==> config.mk <==
export PLATFORM = sky130hd
export DESIGN_NAME = project_pwm_config_loader_flat
export DESIGN_NICKNAME = d
export VERILOG_FILES = /design/src/rtl/project_pwm_config_loader_if.sv /design/src/rtl/project_pwm_config_loader.sv /design/src/flat_wrapper.sv
export SDC_FILE = /design/constraint.sdc
export NUM_CORES = 1
export LEC_CHECK = 0
export CAP_MARGIN = 10
export CORE_UTILIZATION = 40
export CTS_CLUSTER_DIAMETER = 30
export DETAILED_ROUTE_END_ITERATION = 6
export SETUP_SLACK_MARGIN = 0.5
export SLEW_MARGIN = 20
export SYNTH_ARGS = -nofsm -noshare
export SYNTH_HDL_FRONTEND = slang
export SYNTH_SLANG_ARGS = --single-unit
export TNS_END_PERCENT = 5
==> constraint.sdc <==
create_clock -name i_clk -period 2.6 [get_ports i_clk]
set_clock_uncertainty 0.05 [all_clocks]
set_input_delay 0.65 -clock i_clk [delete_from_list [all_inputs] [get_ports i_clk]]
set_output_delay 0.65 -clock i_clk [all_outputs]
set_load 0.1 [all_outputs]
==> src/rtl/project_pwm_config_loader_if.sv <==
// SPI slave pins plus the register-file port of the PWM configuration loader.
// The master modport is the loader's view, the slave modport is the view of
// whatever drives the SPI pins and supplies the register-file read data.
interface project_pwm_config_loader_if;
    logic       i_spi_sclk;
    logic       i_spi_cs_n;
    logic       i_spi_mosi;
    logic       o_spi_miso;
    logic [7:0] i_rdata;
    logic       o_write_en;
    logic [5:0] o_address;
    logic [7:0] o_data;
    logic       o_busy;

    modport master (
        input  i_spi_sclk, i_spi_cs_n, i_spi_mosi, i_rdata,
        output o_spi_miso, o_write_en, o_address, o_data, o_busy
    );

    modport slave (
        output i_spi_sclk, i_spi_cs_n, i_spi_mosi, i_rdata,
        input  o_spi_miso, o_write_en, o_address, o_data, o_busy
    );
endinterface

==> src/rtl/project_pwm_config_loader.sv <==
// SPI (mode 0) to register-file bridge for the PWM configuration registers.
// Frame: one command byte {rw, auto_inc, addr[5:0]} followed by data bytes;
// each completed write byte produces a one-cycle write strobe.
// Optional build macro PWM_CONFIG_LOADER_READBACK_EN enables read frames
// (rw=1) that shift register-file contents out on MISO; without it rw is
// ignored and MISO is held at 0.
module project_pwm_config_loader (
    input  logic                               i_clk,
    input  logic                               i_rst_n,
    project_pwm_config_loader_if.master        bus
);
    typedef enum logic [1:0] {
        ST_IDLE  = 2'd0,
        ST_CMD   = 2'd1,
        ST_DATA  = 2'd2,
        ST_WRITE = 2'd3
    } state_t;

    localparam logic [2:0] LAST_BIT = 3'd7;

    state_t     state_q, state_d;
    // [0] first flop, [1] synchronized value, [2] previous synchronized value
    logic [2:0] sclk_sync_q, sclk_sync_d;
    logic [2:0] cs_sync_q, cs_sync_d;
    logic [1:0] mosi_sync_q, mosi_sync_d;
    logic [1:0] settle_q, settle_d;
    logic       armed_q, armed_d;
    logic [7:0] shift_q, shift_d;
    logic [2:0] cnt_q, cnt_d;
    logic [5:0] addr_q, addr_d;
    logic       ainc_q, ainc_d;
    logic [7:0] data_q, data_d;
    logic       we_q, we_d;
    logic       busy_q, busy_d;

    logic       sclk_rise_s;
    logic       cs_rise_s;
    logic       cs_fall_s;
    logic [7:0] rx_byte_s;

    assign sclk_rise_s = sclk_sync_q[1] & ~sclk_sync_q[2];
    assign cs_rise_s   = cs_sync_q[1] & ~cs_sync_q[2];
    assign cs_fall_s   = ~cs_sync_q[1] & cs_sync_q[2];
    assign rx_byte_s   = {shift_q[6:0], mosi_sync_q[1]};

`ifdef PWM_CONFIG_LOADER_READBACK_EN
    logic       rw_q, rw_d;
    logic       load_q, load_d;
    logic       inc_q, inc_d;
    logic [7:0] miso_sh_q, miso_sh_d;
    logic       miso_q, miso_d;
    logic       sclk_fall_s;

    assign sclk_fall_s = ~sclk_sync_q[1] & sclk_sync_q[2];
`else
    logic       unused_rdata_s;

    assign unused_rdata_s = ^bus.i_rdata;
`endif

    // Next value of the raw-pin synchronizer chains.
    always_comb begin
        sclk_sync_d = {sclk_sync_q[1:0], bus.i_spi_sclk};
        cs_sync_d   = {cs_sync_q[1:0], bus.i_spi_cs_n};
        mosi_sync_d = {mosi_sync_q[0], bus.i_spi_mosi};
    end

    // Frame FSM, receive shifter, address tracking and write-strobe generation.
    always_comb begin
        state_d  = state_q;
        shift_d  = shift_q;
        cnt_d    = cnt_q;
        addr_d   = addr_q;
        ainc_d   = ainc_q;
        data_d   = data_q;
        // A falling CS_n only counts once CS_n has been seen high through the
        // synchronizer after reset, so a frame cut by reset is not resumed.
        settle_d = (settle_q == 2'd3) ? settle_q : (settle_q + 2'd1);
        armed_d  = armed_q | (settle_q[1] & cs_sync_q[1]);
`ifdef PWM_CONFIG_LOADER_READBACK_EN
        rw_d     = rw_q;
        inc_d    = 1'b0;
        // Completed read byte: step the address, then fetch the next byte.
        if (inc_q) begin
            addr_d = ainc_q ? (addr_q + 6'd1) : addr_q;
            load_d = 1'b1;
        end else begin
            load_d = 1'b0;
        end
`endif
        case (state_q)
            ST_IDLE: begin
                if (armed_q && cs_fall_s) begin
                    state_d = ST_CMD;
                    shift_d = 8'd0;
                    cnt_d   = 3'd0;
                end else begin
                    state_d = ST_IDLE;
                end
            end
            ST_CMD: begin
                if (cs_rise_s) begin
                    state_d = ST_IDLE;
                    cnt_d   = 3'd0;
                end else if (sclk_rise_s) begin
                    shift_d = rx_byte_s;
                    cnt_d   = cnt_q + 3'd1;
                    if (cnt_q == LAST_BIT) begin
                        addr_d  = rx_byte_s[5:0];
                        ainc_d  = rx_byte_s[6];
                        state_d = ST_DATA;
`ifdef PWM_CONFIG_LOADER_READBACK_EN
                        rw_d    = rx_byte_s[7];
                        load_d  = rx_byte_s[7];
`endif
                    end else begin
                        state_d = ST_CMD;
                    end
                end else begin
                    state_d = ST_CMD;
                end
            end
            ST_DATA: begin
                if (cs_rise_s) begin
                    state_d = ST_IDLE;
                    cnt_d   = 3'd0;
                end else if (sclk_rise_s) begin
                    shift_d = rx_byte_s;
                    cnt_d   = cnt_q + 3'd1;
                    if (cnt_q == LAST_BIT) begin
`ifdef PWM_CONFIG_LOADER_READBACK_EN
                        if (rw_q) begin
                            inc_d = 1'b1;
                        end else begin
                            data_d  = rx_byte_s;
                            state_d = ST_WRITE;
                        end
`else
                        data_d  = rx_byte_s;
                        state_d = ST_WRITE;
`endif
                    end else begin
                        state_d = ST_DATA;
                    end
                end else begin
                    state_d = ST_DATA;
                end
            end
            ST_WRITE: begin
                // The strobe is on this cycle; the address moves afterwards.
                addr_d = ainc_q ? (addr_q + 6'd1) : addr_q;
                if (cs_rise_s) begin
                    state_d = ST_IDLE;
                    cnt_d   = 3'd0;
                end else begin
                    state_d = ST_DATA;
                end
            end
            default: begin
                state_d = ST_IDLE;
                cnt_d   = 3'd0;
            end
        endcase
        busy_d = (state_d != ST_IDLE);
        we_d   = (state_d == ST_WRITE);
    end

    // State, synchronizer and output registers.
    always_ff @(posedge i_clk or negedge i_rst_n) begin
        if (!i_rst_n) begin
            state_q     <= ST_IDLE;
            sclk_sync_q <= 3'b000;
            cs_sync_q   <= 3'b111;
            mosi_sync_q <= 2'b00;
            settle_q    <= 2'd0;
            armed_q     <= 1'b0;
            shift_q     <= 8'd0;
            cnt_q       <= 3'd0;
            addr_q      <= 6'd0;
            ainc_q      <= 1'b0;
            data_q      <= 8'd0;
            we_q        <= 1'b0;
            busy_q      <= 1'b0;
        end else begin
            state_q     <= state_d;
            sclk_sync_q <= sclk_sync_d;
            cs_sync_q   <= cs_sync_d;
            mosi_sync_q <= mosi_sync_d;
            settle_q    <= settle_d;
            armed_q     <= armed_d;
            shift_q     <= shift_d;
            cnt_q       <= cnt_d;
            addr_q      <= addr_d;
            ainc_q      <= ainc_d;
            data_q      <= data_d;
            we_q        <= we_d;
            busy_q      <= busy_d;
        end
    end

    assign bus.o_write_en = we_q;
    assign bus.o_address  = addr_q;
    assign bus.o_data     = data_q;
    assign bus.o_busy     = busy_q;

`ifdef PWM_CONFIG_LOADER_READBACK_EN
    // MISO shifter: load register data, shift on SCLK falls inside a byte.
    always_comb begin
        if (state_q == ST_IDLE) begin
            miso_sh_d = 8'd0;
        end else if (load_q) begin
            miso_sh_d = bus.i_rdata;
        end else if (rw_q && (state_q == ST_DATA) && sclk_fall_s && (cnt_q != 3'd0)) begin
            miso_sh_d = {miso_sh_q[6:0], 1'b0};
        end else begin
            miso_sh_d = miso_sh_q;
        end
        miso_d = miso_sh_d[7];
    end

    // Readback registers.
    always_ff @(posedge i_clk or negedge i_rst_n) begin
        if (!i_rst_n) begin
            rw_q      <= 1'b0;
            load_q    <= 1'b0;
            inc_q     <= 1'b0;
            miso_sh_q <= 8'd0;
            miso_q    <= 1'b0;
        end else begin
            rw_q      <= rw_d;
            load_q    <= load_d;
            inc_q     <= inc_d;
            miso_sh_q <= miso_sh_d;
            miso_q    <= miso_d;
        end
    end

    assign bus.o_spi_miso = miso_q;
`else
    assign bus.o_spi_miso = 1'b0;
`endif

endmodule

==> src/flat_wrapper.sv <==
// flat-port wrapper written by rule: the top's interface ports become plain ports
module project_pwm_config_loader_flat 
  (i_clk, i_rst_n, bus_i_spi_sclk, bus_i_spi_cs_n, bus_i_spi_mosi, bus_i_rdata, bus_o_spi_miso, bus_o_write_en, bus_o_address, bus_o_data, bus_o_busy);
  project_pwm_config_loader_if bus_i ();
  input  logic i_clk;
  input  logic i_rst_n;
  input wire logic [$bits(bus_i.i_spi_sclk)-1:0] bus_i_spi_sclk;
  input wire logic [$bits(bus_i.i_spi_cs_n)-1:0] bus_i_spi_cs_n;
  input wire logic [$bits(bus_i.i_spi_mosi)-1:0] bus_i_spi_mosi;
  input wire logic [$bits(bus_i.i_rdata)-1:0] bus_i_rdata;
  output wire logic [$bits(bus_i.o_spi_miso)-1:0] bus_o_spi_miso;
  output wire logic [$bits(bus_i.o_write_en)-1:0] bus_o_write_en;
  output wire logic [$bits(bus_i.o_address)-1:0] bus_o_address;
  output wire logic [$bits(bus_i.o_data)-1:0] bus_o_data;
  output wire logic [$bits(bus_i.o_busy)-1:0] bus_o_busy;
  assign bus_i.i_spi_sclk = bus_i_spi_sclk;
  assign bus_i.i_spi_cs_n = bus_i_spi_cs_n;
  assign bus_i.i_spi_mosi = bus_i_spi_mosi;
  assign bus_i.i_rdata = bus_i_rdata;
  assign bus_o_spi_miso = bus_i.o_spi_miso;
  assign bus_o_write_en = bus_i.o_write_en;
  assign bus_o_address = bus_i.o_address;
  assign bus_o_data = bus_i.o_data;
  assign bus_o_busy = bus_i.o_busy;
  project_pwm_config_loader u_core (.i_clk(i_clk), .i_rst_n(i_rst_n), .bus(bus_i));
endmodule
==> Word-level counts from Yosys, hierarchy flattened <==
Cells that the tools add are included.
{ "classes": {"bitwise_logic": 9, "eq_ne": 15, "n_mux": 23, "add_sub_neg": 3, "reduce_logical": 11} }
{ "ops": {"columns": ["cell", "n"], "rows": [
  ["two-way mux 6 bit", 4],
  ["two-way mux 7 bit", 3],
  ["one-hot mux 7 bit (2 select lines)", 1],
  ["two-way mux 3 bit", 4],
  ["inequality test 2 x 1 -> 1 bit, second input constant", 6],
  ["one-hot mux 6 bit (2 select lines)", 1],
  ["AND reduction 4 bit", 3],
  ["two-way mux 2 bit", 5],
  ["one-hot mux 3 bit (3 select lines)", 1],
  ["== test 2 bit, second input constant", 4],
  ["one-hot mux 2 bit (4 select lines)", 1],
  ["adder 6 x 1 -> 6 bit, second input constant", 1],
  ["nonzero test 2 bit", 3],
  ["AND reduction 5 bit", 1],
  ["bitwise AND 1 bit", 4],
  ["inequality test 2 bit, second input constant", 2],
  ["NOT 1 bit", 4],
  ["adder 3 x 1 -> 3 bit, second input constant", 1],
  ["== test 3 bit, second input constant", 1],
  ["two-way mux 1 bit", 3],
  ["inequality test 3 x 1 -> 1 bit, second input constant", 1],
  ["AND reduction 3 bit", 1],
  ["adder 2 x 1 -> 2 bit, second input constant", 1],
  ["== test 2 x 1 -> 1 bit, second input constant", 1],
  ["4 further kinds", 4]
]} }
{ "totals": {"elab_cells": 74, "inputBits": 13, "ff_bits": 40} }

==> Longest topological paths before layout <==
Gate-level depths: netlist of run 1.
{ "logic_depth": {"ltp_word": 6, "mapped_depth": 7} }

==> Worst setup path before layout of run 1 <==
No wires, ideal clock.
{ "synth_path": {"path_type": "register to register", "from": "register u_core.addr_q[0], in the netlist u_core.bus.o_address[0]", "to": "register u_core.addr_q[4], in the netlist u_core.bus.o_address[4]", "path_slack_ns": 0.540, "arrival_time_ns": 1.875, "stages_incl_launch_ff": 6, "n_path_buf": 0, "t_required_ns": 2.414, "synth_period_minus_slack_ns": 2.060, "path_cell_list": "dfrtp_1 ha_1 nand4_1 and3_1 a221oi_1 o21ai_0"} }
{ "synth_between": {"elab_chain_len": 3} }
{ "synth_lines": {"columns": ["item", "line_no", "source"], "rows": [
  ["start: declaration", "project_pwm_config_loader.sv:30", "logic [5:0] addr_q, addr_d;"],
  ["start signal: assignment", "project_pwm_config_loader.sv:193", "addr_q <= addr_d;"],
  ["adder 6 x 1 -> 6 bit", "project_pwm_config_loader.sv:151", "addr_d = ainc_q ? (addr_q + 6'd1) : addr_q;"],
  ["two-way mux 6 bit", "project_pwm_config_loader.sv:151", null],
  ["one-hot mux 6 bit (2 select lines)", "project_pwm_config_loader.sv:91", "case (state_q)"]
]} }
Every way passes these cells. The select of a mux whose other input is x is not followed.
A chain may end at the register's enable or synchronous reset.

==> Worst setup path in the final report of run 1 <==
{ "layout_path": {"from": "register u_core.state_q[1]", "to": "register u_core.shift_q[0]"} }
{ "layout_between": {"elab_chain_len": 4, "elab_cells_between_ends": 10} }
{ "layout_lines": {"columns": ["item", "line_no", "source"], "rows": [
  ["start: declaration", "project_pwm_config_loader.sv:21", "state_t state_q, state_d;"],
  ["start signal: assignment", "project_pwm_config_loader.sv:185", "state_q <= state_d;"],
  ["== test 2 x 1 -> 1 bit or == test 2 bit (tied branches)", "project_pwm_config_loader.sv:91", null],
  ["OR reduction 2 bit (no line)", null, null],
  ["inequality test 2 x 1 -> 1 bit (no line) (tied with other cells)", null, null],
  ["AND reduction 4 bit (no line)", null, null],
  ["end signal: assignment", "project_pwm_config_loader.sv:191", "shift_q <= shift_d;"],
  ["end: declaration", "project_pwm_config_loader.sv:28", "logic [7:0] shift_q, shift_d;"]
]} }
Parallel ways exist; a longest one is shown, timed or not.

==> results of run 1 <==
==> sequential cells by signal (all words and copies together) (netlist names), 3 cells and up <==
name and cells:
u_core.shift_q 7, u_core.sclk_sync_q 3, u_core.cnt_q 3, u_core.bus.o_address 6, u_core.bus.o_data 8, u_core.cs_sync_q 3
==> cell families after synthesis <==
logic type,after synthesis
other,1
AND/OR/NAND/NOR,44
adder cells (fa/ha/maj),10
AO/OA/AOI/OAI,29
buffers and inverters,19
XOR/XNOR,1
multiplexers,23
flip-flops,40
==> power by group through the flow <==
stage | logic (mW) | registers [mW] | clock network [mW]
global route | 0.573 | 0.776 | 0.427
CTS | 0.524 | 0.762 | 0.399
global placement | 0.503 | 0.770 | 0
detailed placement | 0.520 | 0.774 | 0
finish | 0.524 | 0.761 | 0.379
floorplan | 0.286 | 0.894 | 0
==> layout make-up <==
type / count / area (um2)
clock buffer: 6 / 72.6
clock inverter: 1 / 5.00
fill: 438 / 2480
inverter: 13 / 48.8
multi-input combinational: 108 / 860
sequential: 40 / 1000
tap: 54 / 67.6
timing repair buffer: 20 / 155
==> critical path, delay by kind of cell, from the launching register on <==
family,cells,cell delay (ns)
flip-flops,1,0.38
multiplexers,1,0.18
AO/OA/AOI/OAI,2,0.57
adder cells (fa/ha/maj),1,0.48
buffers and inverters,1,0.09
AND/OR/NAND/NOR,1,0.08
==> how the worst max path moves through the flow <==
stage / from / endpoint / slack, ns / depth (start not counted)
2_1_floorplan: u_core.bus.o_address[0] / u_core.bus.o_address[4] / 0.54 / 5
3_3_place_gp: u_core.state_q[0] / u_core.cnt_q[1] / 0.55 / 5
3_5_place_dp: u_core.state_q[1] / u_core.cnt_q[2] / 0.48 / 5
4_1_cts: u_core.state_q[1] / u_core.shift_q[0] / 0.53 / 6
5_1_grt: u_core.state_q[0] / u_core.shift_q[6] / 0.51 / 6
6_report: u_core.state_q[1] / u_core.shift_q[0] / 0.63 / 6
==> layout by cell type, fill, tap and decap left out, types with 2 or more instances in the layout <==
master | netlist | layout
nand2_1 | 13 | 13
nand2b_1 | 2 | 2
clkdlybuf4s50_1 | 0 | 3
inv_1 | 13 | 13
mux2i_1 | 12 | 12
nor2b_1 | 2 | 2
dfrtp_1 | 37 | 37
o21a_1 | 2 | 2
ha_1 | 10 | 9
mux2_2 | 11 | 11
dfstp_2 | 3 | 3
a221oi_1 | 5 | 5
a221o_1 | 2 | 2
clkbuf_8 | 0 | 5
o21ai_0 | 9 | 8
and3b_1 | 2 | 2
buf_4 | 1 | 16
nor2_1 | 5 | 5
a31o_2 | 2 | 2
nand3_1 | 2 | 2
nand4_1 | 3 | 3
nor3_1 | 4 | 4
and3_1 | 4 | 4
==> stage by stage <==
stage	hold slack, ns	power [mW]
after global placement	0.282	1.27
after floorplan	0.281	1.18
after detailed placement	0.286	1.29
after global routing	0.309	1.78
after CTS	0.303	1.68
final	0.301	1.66
==> routing by layer <==
| layer | vias to the layer above | routed length [um] | track usage, % |
|---|---|---|---|
| li1 | 632 | - | - |
| met1 | 656 | 1670 | 19.7 |
| met2 | 26 | 1640 | 26.0 |
| met3 | 6 | 134 | 4.78 |
| met4 | 0 | 44 | 4.58 |
| met5 | - | 0 | 0 |
==> results.sh, run 1 <==
export IMPL_synth_largest_area_cell="dfrtp_1"
export IMPL_regToRegSetupSlack_ns=0.63
export IMPL_fin_crit_ns=1.97
export IMPL_clockBufferDepth=2
export IMPL_clkLatencyLatePin_ns=0.28
export IMPL_synth_compound_area_share_pct=11.6
export IMPL_r2r_start="u_core.state_q[1]"
export IMPL_cpPeakStageDelay_ns=0.48
export IMPL_synth_most_common_cell="dfrtp_1"
export IMPL_grt_antenna_before_repair=0
export IMPL_ctsResizeCount=1
export IMPL_syn_area_per_cell_um2=11.7
export IMPL_ys_warn_count=0
export IMPL_vias=1320
export IMPL_worst_pin_slew_ns=0.865
export IMPL_grt_pass1_vias=1348
export IMPL_hold_depth=0
export IMPL_cts_tree="done"
export IMPL_holdBufCountCts=0
export IMPL_grt_use_total_pct=15.7
export IMPL_utilization_pct=47.2
export IMPL_r2r_end="u_core.shift_q[0]"
export IMPL_yosysSeqAreaShare_pct=51.6
export IMPL_synthToLayoutAreaGrowth_pct=13.7
export IMPL_grt_pass1_wl_mm=6.18
export IMPL_grt_overflow=0
export IMPL_rsz0062_at_grt="false"
export IMPL_row_count=25
export IMPL_drive_above_1_share_pct=23.4
export IMPL_max_cap_violations=0
export IMPL_max_vdd_ir_drop_mv=0.343
export IMPL_yosysUniqueCellTypes=42
export IMPL_placed_area_um2=2130
export IMPL_grt_max_degree=41
export IMPL_end_kind="flip-flop"
export IMPL_pwr_share_seq_pct=45.7
export IMPL_hold_path_class="reg -> reg"
export IMPL_die_area_um2=5150
export IMPL_syn_num_nets=190
export IMPL_setup_slack_ns=0.629
export IMPL_synthCells=167
export IMPL_synth_top_family_by_area="simple AND/OR/NAND/NOR gates"
export IMPL_crit_arrival_ns=2.07
export IMPL_place_gp_congestion=0.758
export IMPL_yosys_register_bits=40
export IMPL_min_to="u_core.mosi_sync_q[1]"
export IMPL_die_height_um=71.8
export IMPL_fmax_mhz=507
export IMPL_yosys_area_share_simple_pct=12.9
export IMPL_critPathSlowestCell="ha_2"
export IMPL_setup_viol=0
export IMPL_post_drt_wl_per_cell_um=14.4
export IMPL_dp_hpwl_mm=2.51
export IMPL_antenna_cells=0
export IMPL_portBuffers=20
export IMPL_fin_tns_setup_ns=0
export IMPL_hold_violations=0
export IMPL_pwr_share_clk_pct=22.8
export IMPL_yosysTopAreaCellShare_pct=47.6
export IMPL_post_cts_buffers=0
export IMPL_p_sw_mw=0.611
export IMPL_synth_xor_area_share_pct=0.450
export IMPL_synth_edf_count=0
export IMPL_drv_slew=0
export IMPL_place_inst=235
export IMPL_crit_required_ns=2.70
export IMPL_path_max_fanout=14
export IMPL_worst_setup_path_type="reg -> reg"
export IMPL_die_x_um=71.8
export IMPL_clk_pin_slew_ns=0.07
export IMPL_synthAdderAreaFrac_pct=6.43
export IMPL_period_share_pct=75.8
export IMPL_min_from="u_core.mosi_sync_q[0]"
export IMPL_fp_coreArea_um2=4690
export IMPL_p_per_area_nw_per_um2=752
export IMPL_cp_cell_sequence="inv_1, ha_2, nor2_1, a221o_1, o21a_1, mux2i_1"
export IMPL_pre_cts_ws_ns=0.481
export IMPL_p_int_mw=1.05
export IMPL_io_pins=30
export IMPL_fin_area_um2=2210
export IMPL_slew_headroom_pct=42.3
export IMPL_status="finished clean"
export IMPL_drtIter0Drc=38
export IMPL_async_reset_ff_share_pct=100
export IMPL_cp_start_kind="flip-flop"
export IMPL_swShare_pct=36.7
export IMPL_layoutNonFillerInstCount=242
export IMPL_synthMuxAreaShare_pct=12.5
export IMPL_h_tree_depth=2
export IMPL_wl_mm=3.49
export IMPL_antenna_left=0
export IMPL_first_pass_iters=4
export IMPL_ff2ff_path_depth=6
export IMPL_root_buffer="clkbuf_8"
export IMPL_viasPerCell=5.45
export IMPL_syn_cell_area_um2=1950
export IMPL_nets=211
export IMPL_ys_flop_type="dfrtp_1"
export IMPL_start_util_pct=41.5
export IMPL_cts_made_buffers=5
export IMPL_synthTopCellsByCount="dfrtp_1, inv_1, nand2_1"
export IMPL_drcViolationCount=0
export IMPL_cts_sinks=40
export IMPL_pwr_share_comb_pct=31.5
export IMPL_yosys_top_cells_area="dfrtp_1, ha_1, mux2_2"
export IMPL_p_leak_nw=1.11
Power figures use the tool's default switching activity.
==> inputs of run 2 (changes only) <==
- clock period: 2.6 -> 2 ns (I/O delays scaled with it)
==> run 2 against run 1 <==
Sequential power up 33%. Largest power group unchanged. Register-to-register slack worse by 0.39 ns. Clock power up 84%. Critical path depth unchanged. Setup slack worse by 0.39 ns.
==> results.sh, run 2 (synthesis results as in run 1) <==
export IMPL_post_drt_wl_per_cell_um=14.9
export IMPL_max_cap_violations=0
export IMPL_drv_slew=0
export IMPL_nets=220
export IMPL_h_tree_depth=2
export IMPL_fillers=393
export IMPL_die_area_um2=5150
export IMPL_die_x_um=71.8
export IMPL_dp_hpwl_mm=2.63
export IMPL_wl_met3_um=118
export IMPL_wl_mm=3.75
export IMPL_antenna_cells=0
export IMPL_fin_tns_setup_ns=0
export IMPL_cp_cell_sequence="buf_4, ha_1, nor2b_1, a31oi_4, o22ai_1, a221oi_1"
export IMPL_vias=1348
export IMPL_grt_pass1_vias=1369
export IMPL_p_total_mw=2.59
export IMPL_drive_above_1_share_pct=36.4
export IMPL_grt_max_degree=41
export IMPL_worst_pin_slew_ns=0.505
export IMPL_fp_coreArea_um2=4690
export IMPL_route_met2_wl_mm=1.78
export IMPL_worst_setup_path_type="reg -> reg"
export IMPL_root_buffer="clkbuf_8"
export IMPL_start_util_pct=41.5
export IMPL_end_kind="flip-flop"
export IMPL_p_leak_nw=1.22
export IMPL_viasPerCell=5.35
export IMPL_drcViolationCount=0
export IMPL_slew_headroom_pct=66.3
export IMPL_cpPeakStageDelay_ns=0.40
export IMPL_grt_pass1_wl_mm=6.46
export IMPL_drtIter0Drc=57
export IMPL_io_pins=30
export IMPL_clk_pin_slew_ns=0.08
export IMPL_cts_tree="done"
export IMPL_layout_common_cells="dfrtp_1, buf_12, inv_1, nand2_1, mux2i_1"
export IMPL_hold_path_class="in -> async"
export IMPL_cts_made_buffers=5
export IMPL_highest_layer="met4"
export IMPL_critPathSlowestCell="dfrtp_1"
export IMPL_crit_arrival_ns=1.90
export IMPL_first_pass_iters=4
export IMPL_cts_sinks=40
export IMPL_fmax_mhz=569
export IMPL_largest_reg_flops=8
export IMPL_fin_crit_ns=1.76
export IMPL_row_count=25
export IMPL_path_max_fanout=6
export IMPL_hold_violations=0
export IMPL_p_per_area_nw_per_um2=993
export IMPL_clkLatencyLatePin_ns=0.29
export IMPL_antenna_left=0
export IMPL_final_common_cell="dfrtp_1"
export IMPL_portBuffers=20
export IMPL_holdBufCountCts=0
export IMPL_status="finished clean"
export IMPL_max_vdd_ir_drop_mv=0.586
export IMPL_grt_antenna_before_repair=0
export IMPL_layoutNonFillerInstCount=252
export IMPL_place_gp_congestion=0.767
export IMPL_place_inst=239
export IMPL_period_share_pct=87.8
export IMPL_grt_use_total_pct=16.6
export IMPL_cp_start_kind="flip-flop"
export IMPL_wl_met1_mm=1.79
export IMPL_synthToLayoutAreaGrowth_pct=33.9
export IMPL_regToRegSetupSlack_ns=0.24
export IMPL_utilization_pct=55.5
export IMPL_clockBufferDepth=2
export IMPL_die_height_um=71.8
export IMPL_rsz0062_at_grt="true"
export IMPL_holdWs_ns=0.199
export IMPL_setup_viol=0
export IMPL_grt_overflow=0
export IMPL_crit_required_ns=2.14
## run 2: changes by cell type in the layout (fill, tap and decap cells not counted), moves of 2 or more
cell | previous run | this run
a221oi_1 | 5 | 2
buf_12 | 0 | 16
o21ai_1 | 1 | 3
o21ai_0 | 8 | 5
dfrtp_4 | 0 | 2
ha_1 | 9 | 5
dfrtp_1 | 37 | 32
ha_2 | 1 | 3
buf_4 | 16 | 8
ha_4 | 0 | 2
dfrtp_2 | 0 | 3
a221oi_2 | 0 | 3
## run 2: area by class of cell
cell class	instances	area, um2	area share, %
flip-flops and latches	40	1020	39.0
clock inverters	2	38.8	1.49
repair buffers	29	427	16.4
inverters	13	48.8	1.87
clock buffers	6	82.6	3.17
well taps	54	67.6	2.59
multi-input cells	108	926	35.5
## run 2: routing by layer
metal  up-vias  global-route usage [%]
li1        649                       -
met1       667                    21.6
met2        27                    26.8
met3         5                    4.08
met4         0                    6.10
met5         -                       0
## run 2: critical path, delay by kind of cell, from the launching register on
family,cells,cell delay (ns)
simple gates,1,0.20
compound gates,3,0.60
flops,1,0.40
fa+ha+maj,1,0.26
buf+inv,1,0.14
## run 2: final timing paths
check | start | to | depth (start not counted)
max | u_core.state_q[0] | u_core.bus.o_address[1] | 6
min | i_rst_n | u_core.bus.o_address[1] | 2
max reg2reg | u_core.state_q[0] | u_core.bus.o_address[1] | 6
min reg2reg | u_core.sclk_sync_q[0] | u_core.sclk_sync_q[1] | 0
max in group asynchronous | i_rst_n | u_core.cs_sync_q[2] | 2
min in group i_clk | u_core.sclk_sync_q[0] | u_core.sclk_sync_q[1] | 0
## run 2: power by group
group | switching, mW | internal [mW]
Combinational | 0.496 | 0.385
Clock | 0.288 | 0.408
Sequential | 0.106 | 0.904
Total | 0.890 | 1.70
## run 2: metrics by stage
stage               setup slack, ns  area [um2]
global route                  0.167        2610
floorplan                     0.353        2000
CTS                           0.249        2610
finish                        0.243        2610
global placement              0.185        2420
detailed placement            0.111        2420
## run 2: timing repair
action,CTS,global route
buffers inserted,5,0
endpoints found under the setup margin,33,33
gates resized for setup,8,0
pin swaps,1,0
==> inputs of run 3 (changes only) <==
- CORE_UTILIZATION: 40 -> 50
- PLACE_DENSITY: default -> 0.75
==> run 3 against run 2 <==
Register-to-register slack lost 0.13 ns. Combinational power is essentially flat. Worst hold slack lost 0.085 ns. Critical path type unchanged. Highest routed layer unchanged.
==> results.sh, run 3 (synthesis results as in run 1) <==
export IMPL_largest_reg_flops=8
export IMPL_fmax_mhz=529
export IMPL_setup_slack_ns=0.111
export IMPL_cp_top_family="compound AO/OA/AOI/OAI gates"
export IMPL_cts_sinks=40
export IMPL_status="finished clean"
export IMPL_clkLatencyLatePin_ns=0.30
export IMPL_vias=1445
export IMPL_dp_hpwl_mm=2.90
export IMPL_r2r_start="u_core.cnt_q[0]"
export IMPL_max_cap_violations=0
export IMPL_grt_antenna_before_repair=0
export IMPL_worst_setup_path_type="reg -> reg"
export IMPL_fin_area_um2=2680
export IMPL_drv_slew=0
export IMPL_critPathSlowestCell="dfrtp_1"
export IMPL_wl_mm=4.35
export IMPL_drcViolationCount=0
export IMPL_die_x_um=64.4
export IMPL_row_count=22
export IMPL_antenna_cells=0
export IMPL_place_gp_congestion=0.885
export IMPL_path_max_fanout=4
export IMPL_r2r_end="u_core.bus.o_address[4]"
export IMPL_cp_start_kind="flip-flop"
export IMPL_drtIter0Drc=106
export IMPL_crit_required_ns=2.11
export IMPL_antenna_left=0
export IMPL_io_pins=30
export IMPL_slew_headroom_pct=65.8
export IMPL_cpPeakStageDelay_ns=0.39
export IMPL_clockBufferDepth=2
export IMPL_end_kind="flip-flop"
export IMPL_fillers=251
export IMPL_p_per_area_nw_per_um2=975
export IMPL_nets=223
export IMPL_cts_made_buffers=5
export IMPL_period_share_pct=94.4
export IMPL_placed_area_um2=2430
export IMPL_worst_pin_slew_ns=0.512
export IMPL_worst_path_buf_inv=0
export IMPL_root_buffer="clkbuf_8"
export IMPL_first_pass_iters=4
export IMPL_max_vdd_ir_drop_mv=0.543
export IMPL_fin_crit_ns=1.89
export IMPL_hold_violations=0
export IMPL_grt_pass1_vias=1510
export IMPL_h_tree_depth=2
export IMPL_fp_coreArea_um2=3690
export IMPL_grt_overflow=0
export IMPL_fin_tns_setup_ns=0
export IMPL_setup_viol=0
export IMPL_die_height_um=64.4
export IMPL_rsz0062_at_grt="true"
export IMPL_crit_arrival_ns=2.00
export IMPL_regToRegSetupSlack_ns=0.11
export IMPL_holdBufCountCts=0
export IMPL_pre_cts_ws_ns=0.120
export IMPL_clk_pin_slew_ns=0.08
export IMPL_grt_pass1_wl_mm=7.49
export IMPL_final_common_cell="dfrtp_1"
export IMPL_die_area_um2=4150
export IMPL_hold_path_class="in -> async"
export IMPL_viasPerCell=5.80
export IMPL_drive_above_1_share_pct=39.3
export IMPL_post_drt_wl_per_cell_um=17.5
export IMPL_grt_max_degree=22
export IMPL_cts_tree="done"
export IMPL_ff2ff_path_depth=6
export IMPL_portBuffers=20
export IMPL_p_leak_nw=1.24
export IMPL_start_util_pct=52.8
export IMPL_synthToLayoutAreaGrowth_pct=37.5
export IMPL_grt_use_total_pct=24.4
export IMPL_cp_cell_sequence="ha_2, ha_4, and3b_2, a31o_4, a221oi_2, o21ai_1"
export IMPL_layout_common_cells="dfrtp_1, buf_12, inv_1, nand2_1, mux2i_1"
## run 3: worst reg2reg max path: stages, from the launching register on
cell and delay (ns):
dfrtp_1 0.39, ha_2 0.22, ha_4 0.17, and3b_2 0.25
a31o_4 0.27, a221oi_2 0.27, o21ai_1 0.14
## run 3: cell type report
type | instances | area [um2] | share of cell area (%)
multi-input combinational | 108 | 952 | 35.6
clock buffer | 7 | 96.3 | 3.60
tap | 48 | 60.1 | 2.24
timing repair buffer | 32 | 474 | 17.7
inverter | 13 | 48.8 | 1.82
sequential | 40 | 1020 | 37.9
clock inverter | 1 | 30.0 | 1.12
## run 3: what timing repair did
item / 4_1_cts / 5_1_grt
setup endpoints to repair: 31 / 34
buffers inserted: 8 / 0
resized for setup: 12 / 1
pin swaps: 5 / 0
gates cloned: 0 / 0
## run 3: metrics by stage
stage | hold WS, ns | total power [mW] | instances | utilization [%]
after floorplan | 0.154 | 1.57 | 167 | -
after detailed placement | 0.285 | 1.82 | 233 | 65.8
after global routing | 0.155 | 2.73 | 249 | 72.6
final | 0.114 | 2.61 | 249 | 72.6
after CTS | 0.126 | 2.61 | 249 | 72.5
after global placement | 0.283 | 1.78 | 233 | 65.8
## run 3: per-layer routing
metal / part of all wire (%) / vias to the layer above / routed length, um / GRT usage (%)
met1: 41 / 726 / 1790 / 28.9
met2: 51 / 48 / 2240 / 41.3
li1: - / 659 / - / -
met3: 4.3 / 12 / 187 / 5.71
met5: 0 / - / 0 / 0
met4: 3.2 / 0 / 140 / 11.9
## run 3: power by group
group	switching, mW	internal (mW)	total [mW]
clock	0.278	0.440	0.718
sequential	0.110	0.905	1.01
combinational	0.499	0.379	0.878
total	0.887	1.72	2.61
## run 3: worst max-delay path by stage
stage	from	endpoint	slack (ns)	cells after the start
global route	u_core.cnt_q[0]	u_core.bus.o_address[4]	0.09	6
CTS	u_core.cnt_q[0]	u_core.bus.o_address[0]	0.21	7
floorplan	u_core.cnt_q[1]	u_core.bus.o_address[3]	0.35	6
detailed placement	u_core.state_q[0]	u_core.shift_q[0]	0.12	6
finish	u_core.cnt_q[0]	u_core.bus.o_address[4]	0.11	6
global placement	u_core.state_q[0]	u_core.shift_q[5]	0.21	6
